**src/rtl/ldtu_word_serializer.sv**
```systemverilog
// Word-to-slice serializer for the LiTE-DTU output lane: one holding register in
// front of a shift register that emits a continuous stream of data, idle or training words.
module ldtu_word_serializer #(
   parameter int                  Nbits_32   = 32,
   parameter int                  SER_BITS   = 4,
   parameter logic [Nbits_32-1:0] IDLE_WORD  = 32'h5A5A_5A5A,
   parameter logic [Nbits_32-1:0] TRAIN_WORD = 32'hEAAA_AAAA
) (
   input  logic                CLK,
   input  logic                RST_N,
   input  logic [Nbits_32-1:0] DATA32_IN,
   input  logic                DATA_VALID,
   output logic                DATA_READY,
   input  logic                TRAINING,
   output logic [SER_BITS-1:0] SER_OUT,
   output logic                WORD_START,
   output logic [1:0]          WORD_KIND,
   output logic [15:0]         UNDERRUN_CNT
);

   localparam int NSLICE = Nbits_32 / SER_BITS;
   localparam int CNT_W  = (NSLICE > 1) ? $clog2(NSLICE) : 1;
   localparam logic [CNT_W-1:0] LAST_SLICE = CNT_W'(NSLICE - 1);

   typedef enum logic [1:0] {
      KIND_IDLE  = 2'b00,
      KIND_DATA  = 2'b01,
      KIND_TRAIN = 2'b10
   } kind_t;

   logic [Nbits_32-1:0] hold;
   logic                hold_full;
   logic [Nbits_32-1:0] shreg;
   logic [CNT_W-1:0]    cnt;
   kind_t               kind;
   logic                started;
   logic                accept;

   assign DATA_READY = ~hold_full;
   assign accept     = DATA_VALID & ~hold_full;
   assign SER_OUT    = shreg[Nbits_32-1 -: SER_BITS];
   assign WORD_START = (cnt == '0) & started;
   assign WORD_KIND  = kind;

   // Counter starts on the last slice so the first edge out of reset loads a word.
   // NOTE: all state here is edge-triggered, so every assignment is non-blocking;
   // blocking assignments would let later statements see same-edge updates.
   always_ff @(posedge CLK or negedge RST_N) begin
      if (!RST_N) begin
         hold         <= '0;
         hold_full    <= 1'b0;
         shreg        <= '0;
         cnt          <= LAST_SLICE;
         kind         <= KIND_IDLE;
         started      <= 1'b0;
         UNDERRUN_CNT <= '0;
      end else begin
         if (accept) begin
            hold      <= DATA32_IN;
            hold_full <= 1'b1;
         end

         if (cnt == LAST_SLICE) begin
            cnt     <= '0;
            started <= 1'b1;
            // Training overrides data without consuming it; hold stays pending.
            if (TRAINING) begin
               shreg <= TRAIN_WORD;
               kind  <= KIND_TRAIN;
            end else if (hold_full) begin
               shreg     <= hold;
               kind      <= KIND_DATA;
               hold_full <= 1'b0;
            end else begin
               shreg <= IDLE_WORD;
               kind  <= KIND_IDLE;
               if (UNDERRUN_CNT != 16'hFFFF) UNDERRUN_CNT <= UNDERRUN_CNT + 16'd1;
            end
         end else begin
            shreg <= shreg << SER_BITS;
            cnt   <= cnt + CNT_W'(1);
         end
      end
   end

endmodule
```
**config.mk**
```make
export PLATFORM = sky130hd
export DESIGN_NAME = ldtu_word_serializer
export DESIGN_NICKNAME = d
export VERILOG_FILES = /design/src/rtl/ldtu_word_serializer.sv
export SDC_FILE = /design/constraint.sdc
export NUM_CORES = 1
export LEC_CHECK = 0
export ABC_AREA = 1
export ABC_CLOCK_PERIOD_IN_PS = 2200
export CAP_MARGIN = 20
export CORE_AREA = 2 2 87 89
export CTS_CLUSTER_DIAMETER = 30
export DETAILED_ROUTE_END_ITERATION = 8
export DIE_AREA = 0 0 89 91
export PLACE_DENSITY = 0.77
export SYNTH_ARGS = -nofsm -noshare
export SYNTH_HDL_FRONTEND = slang
export SYNTH_SLANG_ARGS = --single-unit
```
**constraint.sdc**
```tcl
create_clock -name CLK -period 2.2 [get_ports CLK]
set_input_delay 0.44 -clock CLK [delete_from_list [all_inputs] [get_ports CLK]]
set_output_delay 0.44 -clock CLK [all_outputs]
set_load 0.005 [all_outputs]
```
; After elaboration in Yosys (flattened, before gate mapping)
; Index checks and enable logic that the tools add are counted.
[totals]
register_bits = 87
input_bits = 36
output_inout_bits = 24
wordCells = 27
[op_classes]
n_addsub = 2
eq_ne = 2
muxes = 10
bitwise = 4
n_reduce_logical = 2
[op_table]
columns = cell, count
row1 = $mux 32, 3
row2 = $add 16x1->16 const B, 1
row3 = $ne 16x16->1 const B, 1
row4 = $mux 1, 5
row5 = $reduce_and 4->1, 1
row6 = $add 3x1->3 const B, 1
row7 = $eq 3x3->1 const B, 1
row8 = $logic_not 3->1, 1
row9 = $mux 3, 1
row10 = $and 1x1->1, 2
row11 = $mux 2, 1
row12 = $not 1->1, 2

; Longest topological paths before layout
; Gate-level depths: netlist of run 1.
[depth]
word_depth = 6
mapped_depth = 10
ltp_nobuf = 9

; Least setup slack after synthesis of run 1
; OpenSTA, ideal clock, no wires.
[synth_timing]
path_kind = flip-flop to flip-flop
start = reg cnt[0]
end = reg shreg[11]
setup_time_ns = 0.121
arrival_time_ns = 1.480
required_ns = 2.079
slack_ns = 0.598
stages_incl_launch_ff = 7
path_buffers = 0
period_less_slack_ns = 1.602
cell_sequence = dfstp_2 > ha_1 > ha_1 > inv_2 > nor2_2 > inv_2 > o22a_1
[synth_between]
elab_chain_len = 2
[synth_rtl]
columns = element, line_no
row1 = "start, declared", 34  ; logic [CNT_W-1:0] cnt;
row2 = "start signal, assigned", 81  ; cnt <= cnt + CNT_W'(1);
row3 = $eq 3x3->1, 63  ; if (cnt == LAST_SLICE) begin
row4 = $mux 32, 63
row5 = "end signal, assigned", 71  ; shreg <= hold;
row6 = "end signal, assigned", 80  ; shreg <= shreg << SER_BITS;
row7 = "end, declared", 33  ; logic [Nbits_32-1:0] shreg;
; Every way passes these cells.
; A chain may end at the register's enable or synchronous reset.

; Worst setup path after layout of run 1
[layout_timing]
start = reg cnt[0]
end = out WORD_START
[layout_between]
elab_chain_len = 2
[layout_rtl]
columns = element, line_no
row1 = $logic_not 3->1, 42  ; assign WORD_START = (cnt == '0) & started;
row2 = $and 1x1->1, 42
row3 = "end, declared", 16  ; output logic WORD_START,
; Every way passes these cells.

==> flow_summary.json, run 1 <==
{
  "outcome": "finished with violations",
  "failed_checks": "hold timing",
  "yosysTopAreaCell": "dfrtp_1",
  "yosysWarnings": 0,
  "intPower_mw": 3.14,
  "grtUsageMet1": 0.269,
  "core_area_mm2": 0.00714,
  "antenna_found_initial": 0,
  "max_freq_mhz": 478,
  "port_buffers": 59,
  "slew_headroom": 0.645,
  "synth_top_cell_area_share": 0.566,
  "cts_setup_buffers": 0,
  "async_flop_share": 1.00,
  "cp-start-kind": "flop",
  "instances_no_fill": 529,
  "combPwrFrac": 0.174,
  "synthAdderAreaFrac": 0.0135,
  "detail-route-antenna-nets": 0,
  "yosys.cell_count.top_type": "nand2_1",
  "grt_pass1_wl_um": 12600,
  "rsz0062_at_grt": "false",
  "layout_min_cycle_time_ns": 2.09,
  "switchingPower_mw": 1.06,
  "cts-root-buf": "clkbuf_8",
  "viasPerCell": 4.99,
  "p_per_area_mw_per_mm2": 911,
  "seqCellArea_mm2": 0.00218,
  "cts_tree": "built",
  "overflow": 0,
  "crit_family": "flip-flops",
  "synth_xor_area_frac": 0.00472,
  "clock_path_buffers": 2,
  "clk_latency_ns": 0.35,
  "synth_nets": 403,
  "cts.clk_slew.worst_paths_ns": 0.08,
  "crit_arrival_ns": 1.65,
  "cts_htree_levels": 3,
  "first_pass_iters": 5,
  "place_inst": 513,
  "cp-end-kind": "primary output",
  "tightest_slew_ns": 0.531,
  "path_class": "reg -> out",
  "die_width_um": 89,
  "crit_path_top_delay_cell": "dfstp_2",
  "syn_inst": 363,
  "drive_gt1_frac": 0.163,
  "path_buf_inv": 2,
  "setup_viol": 0,
  "p_seq_frac": 0.541,
  "synth_edf_count": 0,
  "num_io_pins": 60,
  "hpwlAfterDp_um": 5150,
  "synth-seq-cells": 87,
  "synthMuxAreaShare": 0.0910,
  "p_leak_nw": 2.15,
  "fin_util": 0.646,
  "path_depth": 5,
  "gr-usage-all-layers": 0.201,
  "finalCritPeriodShare": 0.950,
  "synth_top_family_by_area": "simple AND/OR/NAND/NOR gates",
  "ys_seq_area_frac": 0.587,
  "clockPowerShare": 0.285,
  "multi_input_area_mm2": 0.00132,
  "syn_to_final_growth_pct": 24.2,
  "postSynthAreaPerCell_um2": 10.2,
  "cts_hold_buf": 0,
  "skew_ns": 0.00793,
  "min_path_type": "in -> async",
  "synthSimpleGateAreaFrac": 0.186,
  "worstRegToRegCells": 7,
  "wl_um": 7430,
  "finalMaxSlewViolations": 0,
  "crit_required_ns": 1.76,
  "drt-wirelength-per-cell_um": 14.0,
  "synth-compound-area-share": 0.0590,
  "diodes": 0,
  "fin_nets": 465,
  "grt_max_degree": 61,
  "n_fill_cell": 588,
  "max_cap_viol_count": 0,
  "synthesis.area_mm2": 0.00371,
  "postCtsResizedCells": 0,
  "vias": 2642,
  "drt_iter0_markers": 162,
  "synth_cell_types": 26,
  "ir_worst_vdd_v": 0.000520,
  "die_h_um": 91,
  "clock-sinks": 87,
  "yosys-top-cells-count": "nand2_1, dfrtp_1, inv_1, mux2_2, nand3_1",
  "cp_cell_sequence": "inv_1 > ha_1 > nand2_1 > nor2_1 > clkdlybuf4s50_1",
  "crit_path_max_incr_delay_ns": 0.55,
  "synthTopCellsByArea": "dfrtp_1, nand2_1, mux2_2",
  "die-area_mm2": 0.00810,
  "whs_ns": -0.00436,
  "switching_share": 0.251,
  "grt_util_met2": 0.326,
  "start_util": 0.520,
  "core.rowCount": 31,
  "grt_use_met3": 0.0345,
  "cts-buffers-inserted": 9,
  "grt_pass1_vias": 2688,
  "setup-tns-final_ns": 0,
  "final-hold-violation-count": 4,
  "gp_congestion": 0.889,
  "path_max_fanout": 3,
  "ys.flop_type": "dfrtp_1",
  "remaining_drc_errors": 0,
  "busiest_layer": "met2"
}
[through the flow]
step	power, mW	setup WS, ns	instance area, um^2
final	4.20	0.109	4610
after global routing	4.41	0.0275	4610
after CTS	4.24	0.0919	4610
after detailed placement	3.05	0.275	4400
after global placement	2.99	0.336	4400
after floorplan	2.71	0.598	3710
[layout by cell type (no fill, tap or decap), types with 3 or more instances in the layout]
cell,Yosys,final
ha_1,4,4
nand4_1,3,3
mux2_2,30,30
nor2_2,3,3
clkdlybuf4s50_1,0,58
buf_4,4,7
a22o_1,6,6
clkbuf_8,0,9
inv_2,3,3
o22a_1,7,7
nor3_1,3,3
nor2_1,20,20
o21ai_0,19,19
dfstp_2,3,3
dfrtp_1,84,84
nand2_1,96,96
nor2_4,4,4
nand2_2,3,3
inv_1,30,30
nand3_1,23,23
[per-layer routing]
layer,up-vias,wire length [um]
met5,-,0
met4,0,82
met3,7,317
met2,68,3740
met1,1274,3290
li1,1293,-
[path summary, 6_finish.rpt]
path / from / end / slack, ns
setup / recovery: cnt[0] / WORD_START / 0.11
hold / removal: RST_N / started / -0.004
setup reg to reg: cnt[0] / UNDERRUN_CNT[8] / 0.27
hold reg to reg: shreg[18] / shreg[22] / 0.45
max in group asynchronous: RST_N / cnt[1] / 1.54
min in group CLK: shreg[18] / shreg[22] / 0.45
[power groups by stage]
stage / clock [mW] / sequential, mW / combinational, mW
5_1_grt: 1.28 / 2.32 / 0.813
4_1_cts: 1.22 / 2.28 / 0.747
3_5_place_dp: 0 / 2.30 / 0.747
3_3_place_gp: 0 / 2.29 / 0.706
6_report: 1.20 / 2.27 / 0.732
2_1_floorplan: 0 / 2.21 / 0.504
[kinds of logic after synthesis]
family / count (synthesis)
AND/OR/NAND/NOR: 158
flip-flops: 87
buffers and inverters: 48
AO/OA/AOI/OAI: 34
multiplexers: 30
adder cells (fa/ha/maj): 4
XOR/XNOR: 2
[flip-flops by register name, indices dropped and copies added (netlist names)]
name and flops:
hold 32, shreg 32, UNDERRUN_CNT 16, cnt 3, WORD_KIND 2, hold_full 1, started 1
[area by class of cell]
class | instances | share of cell area
clock buffer | 11 | 0.0285
inverter | 33 | 0.0269
sequential | 87 | 0.473
multi-input combinational | 228 | 0.285
timing repair buffer | 66 | 0.142
clock inverter | 5 | 0.0179
tap | 99 | 0.0269
No activity file was read; power rests on OpenSTA's default activity.
==> run 2, diff against run 1 <==
--- a/config.mk
+++ b/config.mk
@@ -13,6 +13,7 @@
 export DETAILED_ROUTE_END_ITERATION = 8
 export DIE_AREA = 0 0 89 91
 export PLACE_DENSITY = 0.77
+export SKIP_LAST_GASP = 1
 export SYNTH_ARGS = -nofsm -noshare
 export SYNTH_HDL_FRONTEND = slang
 export SYNTH_SLANG_ARGS = --single-unit
==> results of run 2 <==
Same layout as run 1: the final DEF is identical, and so are final timing and power.
